**src/rtl/uart_sram_ring.sv**
```systemverilog
`default_nettype none
// ============================================================================
// Module  : uart_sram_ring
// Brief   : Circular SRAM byte buffer between ACIA RX and rate-paced ACIA TX.
// Revision: 1.0 - initial release
// ============================================================================
module uart_sram_ring #(
  parameter int              ADDR_W         = 16,
  parameter int              DEPTH_LOG2     = 12,
  parameter logic [ADDR_W-1:0] BASE         = '0,
  parameter int              TX_PERIOD_LOG2 = 15
) (
  input  logic                  clk,
  input  logic                  reset,
  input  logic                  tx_en,
  input  logic                  flush,
  output logic                  acia_cs,
  output logic                  acia_we,
  output logic                  acia_rs,
  output logic [7:0]            acia_din,
  input  logic [7:0]            acia_dout,
  output logic                  sram_we,
  output logic [ADDR_W-1:0]     sram_addr,
  output logic [7:0]            sram_dout,
  input  logic [7:0]            sram_din,
  output logic [DEPTH_LOG2:0]   count,
  output logic                  full,
  output logic                  empty,
  output logic [7:0]            ovf_cnt
);

  localparam logic [DEPTH_LOG2:0] c_DEPTH = {1'b1, {DEPTH_LOG2{1'b0}}};

  typedef enum logic [3:0] {
    S_IDLE    = 4'd0,
    S_ST_RD   = 4'd1,
    S_ST_WAIT = 4'd2,
    S_RX_RD   = 4'd3,
    S_RX_WAIT = 4'd4,
    S_RX_WR   = 4'd5,
    S_M_RD    = 4'd6,
    S_M_WAIT  = 4'd7,
    S_TX_WR   = 4'd8
  } state_t;

  state_t                r_state, w_next;
  logic                  r_acia_cs, r_acia_we, r_acia_rs, r_sram_we;
  logic [7:0]            r_acia_din, r_sram_dout, r_ovf;
  logic [ADDR_W-1:0]     r_sram_addr;
  logic [DEPTH_LOG2-1:0] r_wr_ptr, r_rd_ptr;
  logic [DEPTH_LOG2:0]   r_count;
  logic                  r_full, r_empty, r_flush_pend;

  logic                  w_cs, w_we, w_rs, w_swe, w_tx_done, w_flush_take;
  logic [7:0]            w_din, w_sdout, w_ovf;
  logic [ADDR_W-1:0]     w_addr;
  logic [DEPTH_LOG2-1:0] w_wr_ptr, w_rd_ptr;
  logic [DEPTH_LOG2:0]   w_count;
  logic                  w_flush_req, w_tx_pend;

  assign w_flush_req = r_flush_pend | flush;

  // Strobes and addresses are registered: the comb block decodes the values
  // that must be on the pins during the state being entered.
  always_comb begin
    w_next       = r_state;
    w_cs         = 1'b0;
    w_we         = 1'b0;
    w_rs         = r_acia_rs;
    w_din        = r_acia_din;
    w_swe        = 1'b0;
    w_addr       = r_sram_addr;
    w_sdout      = r_sram_dout;
    w_wr_ptr     = r_wr_ptr;
    w_rd_ptr     = r_rd_ptr;
    w_count      = r_count;
    w_ovf        = r_ovf;
    w_tx_done    = 1'b0;
    w_flush_take = 1'b0;
    case (r_state)
      S_IDLE: begin
        w_next = S_ST_RD;
        w_cs   = 1'b1;
        w_rs   = 1'b0;
        if (w_flush_req) begin
          w_wr_ptr     = '0;
          w_rd_ptr     = '0;
          w_count      = '0;
          w_flush_take = 1'b1;
        end
      end
      S_ST_RD: w_next = S_ST_WAIT;
      S_ST_WAIT: begin
        if (acia_dout[0]) begin
          w_next = S_RX_RD;
          w_cs   = 1'b1;
          w_rs   = 1'b1;
        end else if (acia_dout[1] && tx_en && w_tx_pend && !r_empty) begin
          w_next = S_M_RD;
          w_addr = BASE | ADDR_W'(r_rd_ptr);
        end else begin
          w_next = S_IDLE;
        end
      end
      S_RX_RD: w_next = S_RX_WAIT;
      S_RX_WAIT: begin
        w_next = S_RX_WR;
        if (!r_full) begin
          w_swe   = 1'b1;
          w_addr  = BASE | ADDR_W'(r_wr_ptr);
          w_sdout = acia_dout;
        end
      end
      S_RX_WR: begin
        w_next = S_IDLE;
        if (!r_full) begin
          w_wr_ptr = r_wr_ptr + 1'b1;
          w_count  = r_count + 1'b1;
        end else if (r_ovf != 8'hFF) begin
          w_ovf = r_ovf + 8'd1;
        end
      end
      S_M_RD: w_next = S_M_WAIT;
      S_M_WAIT: begin
        w_next = S_TX_WR;
        w_cs   = 1'b1;
        w_we   = 1'b1;
        w_rs   = 1'b1;
        w_din  = sram_din;
      end
      S_TX_WR: begin
        w_next    = S_IDLE;
        w_rd_ptr  = r_rd_ptr + 1'b1;
        w_count   = r_count - 1'b1;
        w_tx_done = 1'b1;
      end
      default: w_next = S_IDLE;
    endcase
  end

  always_ff @(posedge clk) begin
    if (reset) begin
      r_state      <= S_IDLE;
      r_acia_cs    <= 1'b0;
      r_acia_we    <= 1'b0;
      r_acia_rs    <= 1'b0;
      r_acia_din   <= 8'h00;
      r_sram_we    <= 1'b0;
      r_sram_addr  <= BASE;
      r_sram_dout  <= 8'h00;
      r_wr_ptr     <= '0;
      r_rd_ptr     <= '0;
      r_count      <= '0;
      r_full       <= 1'b0;
      r_empty      <= 1'b1;
      r_ovf        <= 8'h00;
      r_flush_pend <= 1'b0;
    end else begin
      r_state      <= w_next;
      r_acia_cs    <= w_cs;
      r_acia_we    <= w_we;
      r_acia_rs    <= w_rs;
      r_acia_din   <= w_din;
      r_sram_we    <= w_swe;
      r_sram_addr  <= w_addr;
      r_sram_dout  <= w_sdout;
      r_wr_ptr     <= w_wr_ptr;
      r_rd_ptr     <= w_rd_ptr;
      r_count      <= w_count;
      r_full       <= (w_count == c_DEPTH);
      r_empty      <= (w_count == '0);
      r_ovf        <= w_ovf;
      r_flush_pend <= w_flush_take ? 1'b0 : w_flush_req;
    end
  end

  generate
    if (TX_PERIOD_LOG2 == 0) begin : g_nopace
      assign w_tx_pend = 1'b1;
    end else begin : g_pace
      logic [TX_PERIOD_LOG2-1:0] r_pace;
      logic                      r_tx_pend;
      // A wrap arriving in the same clk as a TX completion re-arms the next byte.
      always_ff @(posedge clk) begin
        if (reset) begin
          r_pace    <= '0;
          r_tx_pend <= 1'b0;
        end else begin
          r_pace <= r_pace + 1'b1;
          if (&r_pace)
            r_tx_pend <= 1'b1;
          else if (w_tx_done)
            r_tx_pend <= 1'b0;
        end
      end
      assign w_tx_pend = r_tx_pend;
    end
  endgenerate

  assign acia_cs   = r_acia_cs;
  assign acia_we   = r_acia_we;
  assign acia_rs   = r_acia_rs;
  assign acia_din  = r_acia_din;
  assign sram_we   = r_sram_we;
  assign sram_addr = r_sram_addr;
  assign sram_dout = r_sram_dout;
  assign count     = r_count;
  assign full      = r_full;
  assign empty     = r_empty;
  assign ovf_cnt   = r_ovf;

endmodule
`default_nettype wire
```
**config.mk**
```make
export PLATFORM = sky130hd
export DESIGN_NAME = uart_sram_ring
export DESIGN_NICKNAME = d
export VERILOG_FILES = /design/src/rtl/uart_sram_ring.sv
export SDC_FILE = /design/constraint.sdc
export NUM_CORES = 1
export LEC_CHECK = 0
export ABC_CLOCK_PERIOD_IN_PS = 2900
export BUFFER_PORTS_ARGS = -buffer_cell sky130_fd_sc_hd__buf_2
export CAP_MARGIN = 20
export CORE_ASPECT_RATIO = 1.25
export CORE_MARGIN = 5
export CORE_UTILIZATION = 56
export DETAILED_ROUTE_END_ITERATION = 10
export GPL_ROUTABILITY_DRIVEN = 0
export PLACE_DENSITY_LB_ADDON = 0.25
export SYNTH_ARGS = -nofsm -noshare
export SYNTH_HDL_FRONTEND = slang
export SYNTH_SLANG_ARGS = --single-unit
```
**constraint.sdc**
```tcl
create_clock -name clk -period 2.9 [get_ports clk]
set_input_delay 0.29 -clock clk [delete_from_list [all_inputs] [get_ports clk]]
set_output_delay 0.29 -clock clk [all_outputs]
set_load 0.005 [all_outputs]
```
==> flow_summary.ini, run 1 <==
[status]
outcome = finished, final reports clean

[drt]
vias_per_cell = 5.93
wirelength_mm = 11.0
drc = 0
first_pass_iters = 5
wl_per_cell_um = 15.2
vias = 4284
antenna_left = 0
drt_iter0_drc = 237

[die]
core_um2 = 8190
die_w_um = 91.7
start_util_pct = 57.1
fp.dieArea_um2 = 10300
dieHeight_um = 112
io_pins = 79
num_rows = 37

[logic_synthesis]
yosys_register_bits = 100
synth.distinct_cells = 61
synthMuxAreaShare_pct = 3.50
synth_top_family_by_area = simple AND/OR/NAND/NOR gates
synthTopCellsByArea = dfxtp_1, nor2_1, nand2_1
synth-edff-count = 0
ys_async_sr_fraction_pct = 0
synthSimpleGateAreaFrac_pct = 26.8
synth_compound_area_share_pct = 15.6
synth_top_area_share_pct = 42.8
yosysSeqAreaShare_pct = 42.8
synth_ff_type = dfxtp_1
avgSynthCellArea_um2 = 8.35
synth_xor_area_share_pct = 4.68
netlist_top_cells_count = dfxtp_1, nor2_1, nand2_1, a21oi_1, nand3_1
synth_top_area_cell = dfxtp_1
synth_adder_area_share_pct = 1.61
yosysWarnings = 0
syn_inst = 560
syn_area_um2 = 4680
yosysMostFrequentCell = dfxtp_1

[sta]
setup_ws_ps = 455
slew_headroom_pct = 43.9
timing.hold.ws_ps = 147
hold_viol_final = 0
min_period_ps = 2450
fmax_mhz = 409
rsz0062_at_grt = no
fin_crit_sh_pct = 84.3
skew_ps = 9.58
tightest_slew_ps = 842
setup_tns_ps = 0
slew_violations = 0
setup_viol = 0

[grt]
grt_max_degree = 84
grt_pass1_wl_mm = 18.6
grt_pass1_vias = 4101
gr-usage-all-layers_pct = 21.9
grt_overflow = 0
antenna_found_initial = 0

[critical_path]
path_cells = inv_1, ha_1, or3b_2, o41ai_1, o2111ai_1, a21oi_1, nand4_1, o31ai_1
timing.setup.critical_path_class = reg -> reg
path_max_fanout = 8
cp-start-kind = flip-flop
arrival_ps = 2730
cp-end-kind = flip-flop
slowest_delay_ps = 540
critPathRequiredTime_ps = 3190
cp_slowest_cell = or3b_2

[clocking]
clk_latency_ps = 370
cts-root-buf = clkbuf_8
cts_sinks = 100
cts_setup_buffers = 0
cts_tree = built
path_clk_slew_ps = 100
hold_buffers = 0
cts_buffers = 9
cts_buffer_depth = 2
post_cts_resized = 0
cts_max_level = 3

[power]
p_per_area_nw_per_um2 = 508
finalPower_mw = 2.69
peakVddDrop_mv = 0.428
p_leak_nw = 2.06

[placed_design]
hpwl_mm = 7.61
place_area_um2 = 5070
dpl_worst_slack_ps = 551
portBuffers = 74

[cells_and_area]
seqCellArea_um2 = 2000
antenna_cells = 0
drive_gt1_share_pct = 18.5
nets = 647
multi_input_area_um2 = 2460
fillCellCount = 688
area_growth_pct = 13.3
fin_area_um2 = 5300

[min_path]
min_path_type = in -> reg

[run]
drv_cap = 0
-- cells in the final DEF (no fill, tap or decap), types with 4 or more instances in the layout --
cell	count
dfxtp_1	100
nor2_1	80
buf_2	74
nand2_1	63
a21oi_1	37
nand3_1	23
nor3_1	19
o21ai_0	17
nand4_1	14
xnor2_1	13
mux2i_1	13
a211oi_1	13
inv_1	12
xor2_1	12
buf_4	10
clkbuf_8	9
and3_1	8
nor4_1	7
and2_1	6
or3_1	6
ha_1	6
o22ai_1	5
a31oi_1	5
a221o_1	5
or2_2	4
a311oi_1	4
a221oi_1	4
conb_1	4
-- cell families after synthesis --
logic type / count (synthesis)
other: 1
DFF: 100
adders and majority gates: 6
muxes: 16
xor gates and xnor gates: 25
and+or+nand+nor: 252
AOI/OAI and AO/OA: 111
buffers and inverters: 49
-- metrics by stage --
step	util, %	instances
after floorplan	-	563
after detailed placement	61.9	707
final	64.7	723
after CTS	64.7	723
after global placement	61.9	707
after global routing	64.7	723
-- path summary, 6_finish.rpt --
path / from / cells past startpoint / slack, ps / to
worst max-delay path: count[0] / 8 / 450 / empty
worst min-delay path: acia_dout[2] / 3 / 150 / sram_dout[2]
worst max register to register: count[0] / 8 / 450 / empty
worst min register to register: acia_din[5] / 2 / 450 / acia_din[5]
-- sequential cells by signal, indices dropped and copies added, names as in the netlist --
signal / count
acia_cs: 1
acia_din: 8
acia_rs: 1
acia_we: 1
count: 13
empty: 1
full: 1
g_pace.r_pace: 15
g_pace.r_tx_pend: 1
ovf_cnt: 8
r_flush_pend: 1
r_rd_ptr: 12
r_state: 4
r_wr_ptr: 12
sram_addr: 12
sram_dout: 8
sram_we: 1
-- report_power, final --
| group | total [mW] | switching (mW) | internal [mW] |
|---|---|---|---|
| clock | 0.996 | 0.502 | 0.494 |
| sequential | 1.44 | 0.0351 | 1.41 |
| combinational | 0.253 | 0.150 | 0.104 |
-- area by class of cell --
cell class | count | area share [%]
repair buffers | 84 | 8.41
well taps | 97 | 2.29
multi-input cells | 414 | 46.5
clock inverters | 7 | 1.87
inverters | 12 | 0.850
clock buffers | 9 | 2.34
flip-flops and latches | 100 | 37.8
-- per-layer routing --
layer	up-vias	global-route usage (%)	share of wire, %
li1	2121	-	-
met1	1992	26.1	43
met2	143	37.1	47
met3	28	4.56	6.3
met4	0	11.2	3.0
met5	-	0	0
-- critical path: cells and delay by family (launching register included) --
kind / cells / cell delay, ps
fa+ha+maj: 1 / 190
compound gates: 4 / 990
simple gates: 2 / 710
buf+inv: 1 / 80
flops: 1 / 390
No activity file was read; power rests on OpenSTA's default activity.
==> run 2, diff against run 1 <==
--- a/config.mk
+++ b/config.mk
@@ -5,7 +5,7 @@
 export SDC_FILE = /design/constraint.sdc
 export NUM_CORES = 1
 export LEC_CHECK = 0
-export ABC_CLOCK_PERIOD_IN_PS = 2900
+export ABC_CLOCK_PERIOD_IN_PS = 2400
 export BUFFER_PORTS_ARGS = -buffer_cell sky130_fd_sc_hd__buf_2
 export CAP_MARGIN = 20
 export CORE_ASPECT_RATIO = 1.25
==> constraint.sdc (replaced) <==
create_clock -name clk -period 2.4 [get_ports clk]
set_input_delay 0.24 -clock clk [delete_from_list [all_inputs] [get_ports clk]]
set_output_delay 0.24 -clock clk [all_outputs]
set_load 0.005 [all_outputs]
==> run 2 against run 1 <==
  * First-iteration DRC count up 26%
  * Sequential share of layout area fell by 0.74 points
  * Clock skew hardly changed
  * Non-clock buffer count up 10
  * Clock power up 10%
  * Combinational power rose by 37%
  * Sequential power up 20%
  * Cell count up 1.4%
  * Cell area grew 2.0%
  * Critical path type unchanged
==> flow_summary.ini, run 2 (synthesis gave the netlist of run 1 again) <==
[status]
outcome = finished, final reports clean

[cells_and_area]
drive_gt1_share_pct = 20.3
utilization_pct = 65.9
fin_area_um2 = 5400
antenna_cells = 0
layout.cells.most_common_list = dfxtp_1, nor2_1, buf_2, nand2_1, a21oi_1
fin_cells = 733
regMostFlops = g_pace.r_pace
largest_reg_flops = 15
final_common_cell = dfxtp_1
area_growth_pct = 15.5
nets = 657

[drt]
first_pass_iters = 5
vias_per_cell = 5.88
drc = 0
antenna_left = 0
vias = 4308
wirelength_mm = 11.2
drt_iter0_drc = 298
wl_per_cell_um = 15.3

[sta]
fmax_mhz = 449
setup_viol = 0
hold_viol_final = 0
fin_crit_sh_pct = 92.8
skew_ps = 9.34
setup_ws_ps = 172
min_period_ps = 2230
tightest_slew_ps = 653
rsz0062_at_grt = no
timing.hold.ws_ps = 101
setup_tns_ps = 0
slew_headroom_pct = 56.3
slew_violations = 0

[power]
switching_share_pct = 25.5
peakVddDrop_mv = 0.361
pwr-share-comb_pct = 10.9
power_switching_uw = 807
pwr-share-seq_pct = 54.5
finalPower_mw = 3.17
power.internal_mw = 2.36
pwr-share-clk_pct = 34.6
p_leak_nw = 2.12
p_per_area_nw_per_um2 = 586

[grt]
gr-usage-all-layers_pct = 22.1
grt_pass1_vias = 4144
grt_pass1_wl_mm = 18.9
grt_max_degree = 62
grt_overflow = 0
antenna_found_initial = 0

[placed_design]
dpl_worst_slack_ps = 113
portBuffers = 74
dp_cells = 717
hpwl_mm = 8.02
place_area_um2 = 5170

[die]
num_rows = 37
fp.dieArea_um2 = 10300
dieHeight_um = 112
core_um2 = 8190
io_pins = 79
die_w_um = 91.7
start_util_pct = 57.1

[clocking]
cts_tree = built
post_cts_resized = 0
path_clk_slew_ps = 90
cts_setup_buffers = 0
cts_buffers = 9
hold_buffers = 0
clk_latency_ps = 370
cts_buffer_depth = 2
cts_sinks = 100
cts-root-buf = clkbuf_8
cts_max_level = 3

[critical_path]
crit_buf_inv = 1
timing.setup.critical_path_class = reg -> reg
critPathRequiredTime_ps = 2680
cp_slowest_cell = or4_1
path_max_fanout = 5
cp-end-kind = flip-flop
path_cells = buf_4, or4_1, nor3_1, o22ai_1, o21ai_1, nand4_1, o31ai_1
cp-start-kind = flip-flop
arrival_ps = 2510
slowest_delay_ps = 650
critPathTopFamily = simple AND/OR/NAND/NOR gates

[run]
drv_cap = 0

[min_path]
min_path_type = in -> reg
==> run 2: worst paths after layout <==
| path | slack, ps | start | end | depth (start not counted) |
|---|---|---|---|---|
| max | 170 | count[1] | empty | 7 |
| min reg2reg | 450 | g_pace.r_pace[0] | g_pace.r_pace[0] | 1 |
| min | 100 | acia_dout[4] | sram_dout[4] | 3 |
| max reg2reg | 170 | count[1] | empty | 7 |
==> run 2: worst min-delay path, delay by kind of cell <==
kind	cells	cell delay, ps
buffers and inverters	1	90
AOI/OAI and AO/OA	1	50
and+or+nand+nor	1	40
==> run 2: power groups by stage <==
stage	logic, mW	clock network, mW	registers [mW]
finish	0.347	1.10	1.73
global route	0.385	1.19	1.73
CTS	0.345	1.12	1.73
detailed placement	0.344	0	1.76
global placement	0.334	0	1.76
floorplan	0.220	0	1.77
==> run 2: metal layers <==
| layer | track usage (%) | up-vias | part of all wire (%) |
|---|---|---|---|
| met1 | 26.5 | 2030 | 42 |
| met4 | 7.63 | 0 | 1.7 |
| li1 | - | 2131 | - |
| met3 | 5.09 | 13 | 6.1 |
| met5 | 0 | - | 0 |
| met2 | 38.7 | 134 | 50 |
==> run 2: layout make-up <==
| cell class | count | area [µm²] |
|---|---|---|
| Fill cell | 685 | 2790 |
| Multi-Input combinational cell | 414 | 2490 |
| Sequential cell | 100 | 2000 |
| Timing Repair Buffer | 94 | 546 |
| Clock buffer | 11 | 141 |
| Tap cell | 97 | 121 |
| Clock inverter | 5 | 60.1 |
| Inverter | 12 | 45.0 |
